[config.mk]
export PLATFORM = sky130hd
export DESIGN_NAME = move_sequencer
export DESIGN_NICKNAME = d
export VERILOG_FILES = /design/src/rtl/move_sequencer.sv
export SDC_FILE = /design/constraint.sdc
export NUM_CORES = 1
export LEC_CHECK = 0
export ABC_AREA = 0
export CAP_MARGIN = 20
export CORE_ASPECT_RATIO = 0.7
export CORE_MARGIN = 2
export CORE_UTILIZATION = 40
export DETAILED_ROUTE_END_ITERATION = 8
export HOLD_SLACK_MARGIN = 0.08
export PLACE_DENSITY_LB_ADDON = 0.08
export SYNTH_ARGS = -nofsm -noshare
export SYNTH_HDL_FRONTEND = slang
export SYNTH_SLANG_ARGS = --single-unit
[constraint.sdc]
create_clock -name clock -period 1.97 [get_ports clock]
set_input_delay 0.2955 -clock clock [delete_from_list [all_inputs] [get_ports clock]]
set_output_delay 0.2955 -clock clock [all_outputs]
set_load 0.05 [all_outputs]
[src/rtl/move_sequencer.sv]
// -----------------------------------------------------------------------------
// move_sequencer
//
// Turn and move controller for a Connect-4 game. A rising edge on the drop key
// requests a move in the selected column. Legal moves are written to the board
// store with a single-cycle strobe, then handed to the external win checker.
// The block tracks per-column fill heights, the move count, the side to move
// and the overall game result. Once the game ends, input is ignored until
// reset.
//
// Parameters:
//   COLS        board columns; legal col values are 0..COLS-1
//   ROWS        board rows; row 0 is the bottom
//
// Ports:
//   clock       system clock, all state updates on posedge
//   reset       synchronous, active-high; restores start-of-game state
//   drop        debounced drop key (level); only a 0->1 edge requests a move
//   col         column selected by the switches, sampled on the drop edge
//   win_done    one-cycle pulse from the win checker: result valid
//   win_found   qualified by win_done: last move completed four in a row
//   wr_en       board write strobe, one cycle per accepted move
//   wr_row      row of the placed piece (held until the next accepted move)
//   wr_col      column of the placed piece (held the same way)
//   wr_player   colour written: 0 = red, 1 = green
//   check_start one-cycle request to the win checker
//   player      side to move: 0 = red, 1 = green
//   game_state  00 in progress, 01 red wins, 10 green wins, 11 tie
//   busy        high while a move is being written or checked
//   reject      one-cycle pulse for an illegal move request
// -----------------------------------------------------------------------------
module move_sequencer #(
   parameter int COLS = 7,
   parameter int ROWS = 6
) (
   input  logic       clock,
   input  logic       reset,
   input  logic       drop,
   input  logic [2:0] col,
   input  logic       win_done,
   input  logic       win_found,
   output logic       wr_en,
   output logic [2:0] wr_row,
   output logic [2:0] wr_col,
   output logic       wr_player,
   output logic       check_start,
   output logic       player,
   output logic [1:0] game_state,
   output logic       busy,
   output logic       reject
);

   typedef enum logic [2:0] {
      S_IDLE,
      S_WRITE,
      S_CHECK,
      S_WAIT,
      S_OVER
   } state_t;

   localparam logic [3:0] COLS_W = 4'(COLS);
   localparam logic [2:0] ROWS_H = 3'(ROWS);
   localparam logic [5:0] CELLS  = 6'(ROWS * COLS);

   localparam logic [1:0] GS_PLAY  = 2'b00;
   localparam logic [1:0] GS_RED   = 2'b01;
   localparam logic [1:0] GS_GREEN = 2'b10;
   localparam logic [1:0] GS_TIE   = 2'b11;

   state_t     state_q, state_d;
   logic [2:0] height_q [COLS];
   logic [2:0] height_d [COLS];
   logic [5:0] move_cnt_q, move_cnt_d;
   logic       drop_q;
   logic [2:0] wr_row_q, wr_row_d;
   logic [2:0] wr_col_q, wr_col_d;
   logic       wr_player_q, wr_player_d;
   logic       player_q, player_d;
   logic [1:0] game_state_q, game_state_d;
   logic       reject_q, reject_d;

   logic       drop_edge;
   logic       col_ok;
   logic [2:0] col_height;

   assign drop_edge = drop && !drop_q;
   assign col_ok    = {1'b0, col} < COLS_W;

   // Height of the selected column; an out-of-range column reads as 0 and is
   // rejected by col_ok anyway.
   always_comb begin
      col_height = '0;
      for (int i = 0; i < COLS; i++) begin
         if (col == 3'(i)) col_height = height_q[i];
      end
   end

   always_comb begin
      // NOTE: every signal gets a default before the case statement so no
      // path leaves it unassigned, which would otherwise infer a latch.
      state_d      = state_q;
      height_d     = height_q;
      move_cnt_d   = move_cnt_q;
      wr_row_d     = wr_row_q;
      wr_col_d     = wr_col_q;
      wr_player_d  = wr_player_q;
      player_d     = player_q;
      game_state_d = game_state_q;
      reject_d     = 1'b0;

      unique case (state_q)
         S_IDLE: begin
            if (drop_edge) begin
               if (col_ok && (col_height < ROWS_H)) begin
                  wr_col_d    = col;
                  wr_row_d    = col_height;
                  wr_player_d = player_q;
                  state_d     = S_WRITE;
               end else begin
                  reject_d = 1'b1;
               end
            end
         end

         S_WRITE: begin
            for (int i = 0; i < COLS; i++) begin
               if (wr_col_q == 3'(i)) height_d[i] = height_q[i] + 3'd1;
            end
            move_cnt_d = move_cnt_q + 6'd1;
            state_d    = S_CHECK;
         end

         // A zero-wait checker may answer in the CHECK cycle itself, so both
         // states resolve the result the same way.
         S_CHECK, S_WAIT: begin
            state_d = S_WAIT;
            if (win_done) begin
               if (win_found) begin
                  game_state_d = wr_player_q ? GS_GREEN : GS_RED;
                  state_d      = S_OVER;
               end else if (move_cnt_q == CELLS) begin
                  game_state_d = GS_TIE;
                  state_d      = S_OVER;
               end else begin
                  player_d = ~player_q;
                  state_d  = S_IDLE;
               end
            end
         end

         S_OVER: begin
            // Frozen until reset; drop edges are silently ignored.
         end

         default: state_d = S_IDLE;
      endcase
   end

   always_ff @(posedge clock) begin
      // NOTE: sequential state uses non-blocking assignments so every flop
      // samples its _d value from before this edge, regardless of order.
      if (reset) begin
         state_q      <= S_IDLE;
         // NOTE: the height table is a handful of flops that must read zero
         // at game start, so it is reset like any other state, not treated
         // as an uninitialised RAM.
         for (int i = 0; i < COLS; i++) height_q[i] <= '0;
         move_cnt_q   <= '0;
         drop_q       <= 1'b0;
         wr_row_q     <= '0;
         wr_col_q     <= '0;
         wr_player_q  <= 1'b0;
         player_q     <= 1'b0;
         game_state_q <= GS_PLAY;
         reject_q     <= 1'b0;
      end else begin
         state_q      <= state_d;
         height_q     <= height_d;
         move_cnt_q   <= move_cnt_d;
         drop_q       <= drop;
         wr_row_q     <= wr_row_d;
         wr_col_q     <= wr_col_d;
         wr_player_q  <= wr_player_d;
         player_q     <= player_d;
         game_state_q <= game_state_d;
         reject_q     <= reject_d;
      end
   end

   // Outputs are either flops or pure decodes of the state register.
   assign wr_en       = (state_q == S_WRITE);
   assign check_start = (state_q == S_CHECK);
   assign busy        = (state_q == S_WRITE) || (state_q == S_CHECK) ||
                        (state_q == S_WAIT);
   assign wr_row      = wr_row_q;
   assign wr_col      = wr_col_q;
   assign wr_player   = wr_player_q;
   assign player      = player_q;
   assign game_state  = game_state_q;
   assign reject      = reject_q;

endmodule

==> impl_metrics.tcl, run 1 <==
set metrics [dict create \
    status "complete, no violations" \
    synth_flop_cell "dfxtp_1" \
    synth_edf_count 0 \
    synth_fp_nets 235 \
    crit_path_cell_trace "clkdlybuf4s50_1" \
    worst-path-buf-inv 1 \
    cp.depth 1 \
    required_ns 1.67 \
    synth_most_common_cell "dfxtp_1" \
    antenna_found_initial 0 \
    cp.arrival_ns 1.51 \
    maxCapViolCount 0 \
    die_width_um 88.2 \
    vias 1541 \
    whs_ns 0.461 \
    port_buffers 21 \
    ant_nets 0 \
    fp-row-count 21 \
    endpoint_kind "output port" \
    clk_latency_ns 0.29 \
    grt_use_total_pct 16.9 \
    grt_overflow_total 0 \
    viasPerCell 4.79 \
    core_mm2 0.00478 \
    cts_max_level 2 \
    fp.dieArea_mm2 0.00555 \
    slew_violations 0 \
    slew_headroom_pct 66.7 \
    areaGrowthSynthToFinish_pct 24.1 \
    num_io_pins 22 \
    synth_area_mm2 0.00198 \
    start_util_pct 41.5 \
    grt_pass1_wl_um 7220 \
    final_cell_area_mm2 0.00246 \
    ys_ff_latch 42 \
    synth_cells 218 \
    slowest_delay_ns 0.83 \
    synth_area_leader_cell "dfxtp_1" \
    die_height_um 62.9 \
    cp_max_fo 4 \
    crit_slowest_cell "clkdlybuf4s50_1" \
    fin_crit_sh_pct 91.7 \
    rsz0062_at_grt "false" \
    yosysWarningCount 0 \
    cts_buffers 5 \
    cts_setup_buffers 0 \
    yosys-top-cells-area "dfxtp_1, xor2_1, nor2_1, ha_1, mux2i_1" \
    synth-async-reset-ratio_pct 0 \
    clkTransAtPathRegs_ns 0.08 \
    crit_family "buffers and inverters" \
    final.fill_count 460 \
    grt_max_degree 18 \
    clock_skew_ns 0.00590 \
    grt_pass1_vias 1486 \
    post-route-util_pct 51.5 \
    hold_violations 0 \
    powerDensity_mw_per_mm2 715 \
    setup_viol 0 \
    routed_wirelength_um 4250 \
    synth_cell_types 38 \
    antenna_cells 0 \
    tightest_slew_ns 0.498 \
    avgRoutedWirePerCell_um 13.2 \
    fin_nets 269 \
    drt-initial-drc-count 51 \
    synth_top_area_share_pct 42.4 \
    cp-start-kind "register" \
    holdCritPathClass "reg2reg" \
    clock-sinks 42 \
    p_leak_nw 1.03 \
    period_needed_ns 1.81 \
    drive_gt1_share_pct 12.3 \
    max-vdd-ir-drop_mv 0.313 \
    avgSynthCellArea_um2 9.10 \
    dp_hpwl_um 3160 \
    fin_ws_ns 0.164 \
    cts_buffer_depth 2 \
    worstSetupPathType "reg2out" \
    ys_top_cells_by_count "dfxtp_1, nor2_1, nand2_1" \
    cts_tree "done" \
    yosysSeqAreaShare_pct 42.4 \
    hold_depth 2 \
    r2r_cells 5 \
    dp_slack_ns -0.305 \
    gp_congestion 0.892 \
    clock.fmax_mhz 554 \
    dr.pass1.iters 4 \
    cts_root_buf "clkbuf_8" \
    post_dp_cell_area_mm2 0.00237 \
    route.detailed.drc 0 \
]
[cells by family (layout without fill, tap and decap cells)]
| logic type | after synthesis | count (layout) | synth area share [%] |
|---|---|---|---|
| adder cells (fa/ha/maj) | 9 | 9 | 5.67 |
| AO/OA/AOI/OAI | 28 | 28 | 10.3 |
| XOR/XNOR | 19 | 19 | 8.39 |
| flip-flops | 42 | 42 | 42.4 |
| AND/OR/NAND/NOR | 92 | 92 | 22.0 |
| buffers and inverters | 15 | 50 | 3.40 |
| multiplexers | 13 | 13 | 7.82 |
[repair_timing]
item,in CTS,in global routing
gates resized for setup,0,2
hold buffers,0,0
setup endpoints to repair,0,6
[state kept, by name (all words and copies together), names as in the netlist]
| name | count |
|---|---|
| drop_q | 1 |
| game_state | 2 |
| height_q | 21 |
| move_cnt_q | 6 |
| player | 1 |
| reject | 1 |
| state_q | 3 |
| wr_col | 3 |
| wr_player | 1 |
| wr_row | 3 |
[area by class of cell]
| cell class | instances | area, um2 | share of cell area (%) |
|---|---|---|---|
| Sequential cell | 42 | 841 | 34.1 |
| Multi-Input combinational cell | 161 | 1080 | 43.7 |
| Timing Repair Buffer | 37 | 350 | 14.2 |
| Clock inverter | 1 | 5.00 | 0.203 |
| Tap cell | 69 | 86.3 | 3.50 |
| Inverter | 5 | 18.8 | 0.762 |
| Clock buffer | 7 | 86.3 | 3.50 |
[worst paths after layout]
check               start         to  slack (ns)
max reg2reg  height_q[11]  wr_row[0]        0.29
max             wr_player  wr_player        0.16
min             wr_row[1]  wr_row[1]        0.46
min reg2reg     wr_row[1]  wr_row[1]        0.46
[metrics by stage]
stage	TNS, ns	total power, mW	cells
floorplan	0	1.09	218
global placement	-1.90	1.20	314
detailed placement	-2.02	1.20	314
CTS	0	1.78	322
global route	0	1.84	322
finish	0	1.76	322
[power breakdown]
part | switching (mW) | internal (mW) | total [mW]
Sequential | 0.0244 | 0.872 | 0.896
Clock | 0.298 | 0.283 | 0.581
Combinational | 0.171 | 0.114 | 0.285
Total | 0.494 | 1.27 | 1.76
[cell usage in the layout (no fill, tap or decap), drive strengths merged, types with 4 or more instances in the layout]
master	n
dfxtp	42
nor2	34
nand2	23
buf	20
xor2	17
clkdlybuf4s50	15
mux2i	11
nand3	11
ha	9
a21oi	8
clkbuf	7
nor2b	6
inv	5
nand4	5
a211oi	4
[metal layers]
metal	GRT usage (%)	share of wire, %	vias to the layer above
li1	-	-	817
met1	27.7	57	682
met2	20.4	35	36
met3	4.23	5.8	6
met4	6.25	1.6	0
met5	0	0	-
Note: power is estimated with default switching activity, not from simulation.
==> run 2: changes to the inputs <==
--- a/config.mk
+++ b/config.mk
@@ -6,7 +6,6 @@
 export NUM_CORES = 1
 export LEC_CHECK = 0
 export ABC_AREA = 0
-export CAP_MARGIN = 20
 export CORE_ASPECT_RATIO = 0.7
 export CORE_MARGIN = 2
 export CORE_UTILIZATION = 40
==> results of run 2 <==
No change in the layout: final DEF, timing and power equal those of run 1.
